[config.mk]
export PLATFORM = sky130hd
export DESIGN_NAME = rot_imm_encoder
export DESIGN_NICKNAME = d
export VERILOG_FILES = /design/src/rtl/rot_imm_encoder.sv
export SDC_FILE = /design/constraint.sdc
export NUM_CORES = 1
export LEC_CHECK = 0
export ABC_AREA = 1
export BUFFER_PORTS_ARGS = -buffer_cell sky130_fd_sc_hd__clkbuf_2
export CAP_MARGIN = 20
export CORE_MARGIN = 1
export CORE_UTILIZATION = 60
export CTS_CLUSTER_DIAMETER = 60
export DETAILED_ROUTE_END_ITERATION = 6
export PLACE_DENSITY = 0.83
export SLEW_MARGIN = 15
export SYNTH_ARGS = -nofsm -noshare
export SYNTH_HDL_FRONTEND = slang
export SYNTH_SLANG_ARGS = --single-unit
export TNS_END_PERCENT = 100
[constraint.sdc]
create_clock -name clk -period 3.68 [get_ports clk]
set_clock_uncertainty 0.15 [all_clocks]
set_input_delay 0.736 -clock clk [delete_from_list [all_inputs] [get_ports clk]]
set_output_delay 0.736 -clock clk [all_outputs]
set_load 0.02 [all_outputs]
[src/rtl/rot_imm_encoder.sv]
// Rotate-immediate encoder: finds {rot, imm8} with ROR({24'b0, imm8}, 2*rot) == value.
// Latency: floor(r/STEPS_PER_CYCLE)+1 edges when found at r, 16/STEPS_PER_CYCLE when not found.
// Backpressure: accepts one value in IDLE only; holds the result in DONE until out_ready.
// Optional macro ROT_IMM_INVERT_EN adds a second search pass over ~value (MVN form).

module rot_imm_encoder #(
  parameter int STEPS_PER_CYCLE = 1
) (
  input  logic        clk,
  input  logic        rst,
  input  logic        in_valid,
  output logic        in_ready,
  input  logic [31:0] in_value,
  output logic        out_valid,
  input  logic        out_ready,
  output logic [11:0] out_shifter,
  output logic        out_found,
  output logic        out_inverted
);

  // Only power-of-two group sizes that evenly divide the 16 candidates are supported.
  generate
    if (!(STEPS_PER_CYCLE == 1 || STEPS_PER_CYCLE == 2 || STEPS_PER_CYCLE == 4 ||
          STEPS_PER_CYCLE == 8 || STEPS_PER_CYCLE == 16)) begin : g_bad_steps
      $error("rot_imm_encoder: STEPS_PER_CYCLE must be 1, 2, 4, 8 or 16");
    end
  endgenerate

  typedef enum logic [1:0] {
    IDLE   = 2'd0,
    SEARCH = 2'd1,
    DONE   = 2'd2
  } state_t;

  state_t      state;
  logic [31:0] val_q;
  logic [3:0]  rot_cnt;

`ifdef ROT_IMM_INVERT_EN
  logic        pass;
`endif

  logic        hit;
  logic [3:0]  hit_r;
  logic [7:0]  hit_imm;
  logic [3:0]  cand_r;
  logic [31:0] cand_rot;
  logic [4:0]  next_cnt;
  logic        last_grp;

  // Rotate left by an even amount; taking the top half of a doubled word avoids a 32-bit shift.
  function automatic logic [31:0] rol32(input logic [31:0] v, input logic [4:0] amt);
    logic [63:0] d;
    d = {v, v} << amt;
    return d[63:32];
  endfunction

  // Reset forces in_ready low even though the state register is already IDLE.
  assign in_ready = (state == IDLE) && !rst;

  // Carry out of the counter marks the final candidate group of this pass.
  assign next_cnt = {1'b0, rot_cnt} + 5'(STEPS_PER_CYCLE);
  assign last_grp = next_cnt[4];

  // Test the current candidate group; ascending order with a guard keeps the lowest rotation.
  always_comb begin
    hit      = 1'b0;
    hit_r    = '0;
    hit_imm  = '0;
    cand_r   = '0;
    cand_rot = '0;
    for (int k = 0; k < STEPS_PER_CYCLE; k++) begin
      cand_r   = rot_cnt + 4'(k);
      cand_rot = rol32(val_q, {cand_r, 1'b0});
      if (!hit && cand_rot[31:8] == 24'd0) begin
        hit     = 1'b1;
        hit_r   = cand_r;
        hit_imm = cand_rot[7:0];
      end
    end
  end

`ifndef ROT_IMM_INVERT_EN
  assign out_inverted = 1'b0;
`endif

  // Control FSM with registered result outputs.
  always_ff @(posedge clk) begin
    if (rst) begin
      state        <= IDLE;
      val_q        <= '0;
      rot_cnt      <= '0;
      out_valid    <= 1'b0;
      out_shifter  <= '0;
      out_found    <= 1'b0;
`ifdef ROT_IMM_INVERT_EN
      pass         <= 1'b0;
      out_inverted <= 1'b0;
`endif
    end else begin
      case (state)
        IDLE: begin
          if (in_valid) begin
            val_q   <= in_value;
            rot_cnt <= '0;
`ifdef ROT_IMM_INVERT_EN
            pass    <= 1'b0;
`endif
            state   <= SEARCH;
          end
        end
        SEARCH: begin
          if (hit) begin
            out_shifter  <= {hit_r, hit_imm};
            out_found    <= 1'b1;
`ifdef ROT_IMM_INVERT_EN
            out_inverted <= pass;
`endif
            out_valid    <= 1'b1;
            state        <= DONE;
          end else if (!last_grp) begin
            rot_cnt <= next_cnt[3:0];
`ifdef ROT_IMM_INVERT_EN
          end else if (!pass) begin
            // Retry with the complement so the caller can emit MVN.
            pass    <= 1'b1;
            val_q   <= ~val_q;
            rot_cnt <= '0;
`endif
          end else begin
            out_shifter  <= '0;
            out_found    <= 1'b0;
`ifdef ROT_IMM_INVERT_EN
            out_inverted <= 1'b0;
`endif
            out_valid    <= 1'b1;
            state        <= DONE;
          end
        end
        DONE: begin
          if (out_ready) begin
            out_valid <= 1'b0;
            state     <= IDLE;
          end
        end
        default: state <= IDLE;
      endcase
    end
  end

endmodule
# Word-level counts from Yosys, hierarchy flattened
# Cells that the tools add are included.
# W data, S select, Z words.
# totals
reg_bits	52
out_inout_bits	16
# op_classes
addsub	1
eq_ne	7
shifts	1
muxes	20
n_reduce_logical	12
# op_table
operator	n
$shl A64 B5 Y64	1
$logic_not A24 Y1	1
$mux W12	2
$mux W4	4
$mux W2	4
$mux W8	1
$ne A2 B2 Y1 const B	4
$pmux W4 S2	1
$mux W1	6
$pmux W2 S3	1
$reduce_and A3 Y1	2
$reduce_bool A2 Y1	3
$add A4 B1 Y5 const B	1
$reduce_and A2 Y1	2
$reduce_and A4 Y1	1
$ne A3 B3 Y1 const B	1
$eq A2 B1 Y1 const B	1
$eq A2 B2 Y1 const B	1
$logic_not A2 Y1	1
$pmux W1 S2	1
$logic_and A1 B1 Y1	1
$logic_not A1 Y1	1

# Logic depth before layout (Yosys ltp)
# depth
ltp_word	5
ltp_mapped	18
mapped_depth_nobuf	16

# Worst setup path before layout
# OpenSTA, ideal clock, no wires.
# synth_path
kind	input -> output
startpoint	in rst
endpoint	out in_ready
t_arrival_ps	1343
setup_slack_ps	1451
path_stages	2
path_buffers	1
cell_sequence	clkbuf_1 -> nor3_1
# synth_via
elab_chain_cells	2
# synth_rtl
element	line_no	text
start: declaration	10	input logic rst,
$logic_not A1 Y1	59	assign in_ready = (state == IDLE) && !rst;
$logic_and A1 B1 Y1	59	
end: declaration	12	output logic in_ready,
# Every way passes these cells.

# Worst setup path after layout
# layout_path
startpoint	reg rot_cnt[0]
endpoint	reg out_shifter[7]
# layout_via
elab_chain_cells	5
word_cells_on_any_way	8
# layout_rtl
element	line_no	text
start: declaration	37	logic [3:0] rot_cnt;
start signal: assignment	122	rot_cnt <= next_cnt[3:0];
$shl A64 B5 Y64	54	d = {v, v} << amt;
$logic_not A24 Y1	75	if (!hit && cand_rot[31:8] == 24'd0) begin
$mux W1	75	
$reduce_bool A2 Y1 (no source line)	--	
$reduce_and A2 Y1 (no source line)	--	
end signal: assignment	114	out_shifter <= {hit_r, hit_imm};
end: declaration	16	output logic [11:0] out_shifter,
# Several ways; a longest one is shown, not always the timed one.
# A chain may end at the register's enable or synchronous reset.

==> reports/results.ini <==
[run_status]
status = finished clean

[yosys]
syn_nets = 649
ys_ff_latch = 52
syn-mean-instance-area_um2 = 5.94
yosysWarningCount = 0
synth_area_um2 = 3630
ys_types = 31
ys_seq_area_share_pct = 28.7
synthCells = 612

[placement]
dpl.hpwl_um = 7330
gp_congestion = 0.938
port_buffers = 50
placed_area_um2 = 3790

[floorplan]
fp.dieArea_um2 = 6370
design.core.area_um2 = 5680
num_rows = 27
ioPinCount = 52
die-width_um = 79.8
dieHeight_um = 79.8
initial_utilization_pct = 64.0

[layout]
final_common_cell = nand2_1
fin_area_um2 = 3870
diodes = 0
drive_above_1_share_pct = 16.2
most-common-layout-cells = 186 x nand2_1, 101 x nand3_1, 89 x nor2_1
nets = 672
area_growth_pct = 6.65

[drt]
drc_errors = 0
viasPerCell = 5.71
antenna_left = 0
route.vias.total = 4040
wl_per_cell_um = 13.7
drt_first_pass_iters = 7
first_iter_violations = 383
wl_um = 9670

[clock_network]
clock-sinks = 52
clk_latency_ns = 0.31
cts_root_buf = clkbuf_8
clk_path_buf_depth = 2
cts-resized-gates = 0
cts_hold_buf = 0
cts_buffers = 5
path_clk_slew_ns = 0.09
cts_setup_buffers = 0
htree_levels = 2
cts_tree = yes

[setup_path]
cp_max_fo = 37
worstPathArrival_ns = 2.81
worst_setup_path_start_kind = flop
critical_path_class = reg -> reg
cp_data_required_time_ns = 3.70
end_kind = flop

[timing]
slew_viol_final = 0
post-route-period-util_pct = 75.6
rsz0062_at_grt = no
finalHoldViolations = 0
fin_setup_tns_ns = 0
finalSetupViolations = 0
maxSlewHeadroom_pct = 37.9
worst_pin_slew_ns = 0.930
fmax_mhz = 359
finalCriticalPeriod_ns = 2.78

[global_route]
track_usage_pct = 32.5
grt_pass1_vias = 3545
overflow = 0
antenna_found_initial = 0
grt_max_degree = 42
grt_pass1_wl_um = 16400

[power_and_ir_drop]
leakage_nw = 1.88
power_density_nw_per_um2 = 394
peakVddDrop_uv = 259

[hold_path]
holdCritPathClass = reg -> reg

[run]
max_cap_viol_count = 0

==> critical path, cell delays in order (launching register included) <==
cell and delay, ns:
dfxtp_1 0.32, buf_4 0.34, inv_4 0.27, nand2_1 0.16, nand3_1 0.10, nand2_1 0.15
nand2_1 0.08, inv_1 0.05, nand3_1 0.06, nand2_1 0.11, nand3_1 0.10, nand2_2 0.25
nand4_4 0.27, nand3_1 0.14, a21oi_1 0.08
==> cell families (layout without fill, tap and decap cells) <==
family	after synthesis	after routing	share of synthesized area, %
and+or+nand+nor	427	427	52.3
buffers and inverters	64	88	9.13
other	1	1	0.103
DFF	52	52	28.7
AOI/OAI and AO/OA	67	67	9.44
adders and majority gates	1	1	0.344
==> routing by layer <==
metal  part of all wire [%]  track usage [%]  vias to the layer above
li1                       -                -                     2037
met1                     46             44.6                     1819
met2                     46             53.6                      163
met3                    6.2             4.11                       21
met4                    2.1             8.39                        0
met5                      0                0                        -
==> where the power goes <==
part	switching (W)	internal [W]
Clock	0.000194	0.000136
Combinational	0.000387	0.000178
Sequential	0.0000327	0.000597
Total	0.000614	0.000912
==> layout make-up <==
| class | instances | area (um2) |
|---|---|---|
| well taps | 72 | 90.1 |
| clock inverters | 2 | 13.8 |
| flip-flops and latches | 52 | 1040 |
| fillers | 546 | 1800 |
| repair buffers | 58 | 310 |
| clock buffers | 6 | 72.6 |
| inverters | 22 | 86.3 |
| multi-input cells | 496 | 2260 |
==> state kept, by name, summed over array words and instances, names as in the netlist <==
name and cells:
out_found 1, out_shifter 12, out_valid 1, rot_cnt 4, state 2, val_q 32
==> final timing paths <==
kind,startpoint,endpoint,slack [ns],cells after the start
worst min-delay path,out_found,out_found,0.32,2
worst max-delay path,rot_cnt[0],out_shifter[7],0.90,14
worst max register to register,rot_cnt[0],out_shifter[7],0.90,14
worst min register to register,out_found,out_found,0.32,2
==> cells in the mapped netlist <==
cell type  number  area [um2]
buf_2          13        65.1
buf_1           2        7.51
buf_6           6        67.6
o21ai_1         2        10.0
nor2_2          5        31.3
o211ai_1        1        7.51
o31ai_1         1        7.51
a21oi_1        20         100
nand2_2        19         119
a21boi_0        1        7.51
nor2_4          1        11.3
inv_1          16        60.1
nand3_2         3        30.0
nor2_1         89         334
buf_8           1        15.0
buf_4           4        30.0
o21ai_0        42         210
nand4_1        16         100
nor3_1          2        10.0
ha_1            1        12.5
inv_4           1        6.26
conb_1          1        3.75
inv_2           4        15.0
clkinv_2        1        5.00
dfxtp_1        52        1040
nand2_4         3        33.8
nand3_1       101         505
nand3b_1        1        7.51
clkbuf_1       16        60.1
nand2_1       186         698
nand4_4         1        21.3
==> stage by stage <==
step	total power (W)	cells	setup WS [ns]	hold slack [ns]	utilization, %
3_3_place_gp	0.00119	700	1.04	0.302	66.8
2_1_floorplan	0.00108	612	1.45	0.328	-
6_report	0.00153	708	0.896	0.320	68.3
4_1_cts	0.00152	708	0.943	0.324	68.3
3_5_place_dp	0.00120	700	0.989	0.310	66.8
5_1_grt	0.00164	708	0.663	0.363	68.3
No activity file was read; power rests on OpenSTA's default activity.
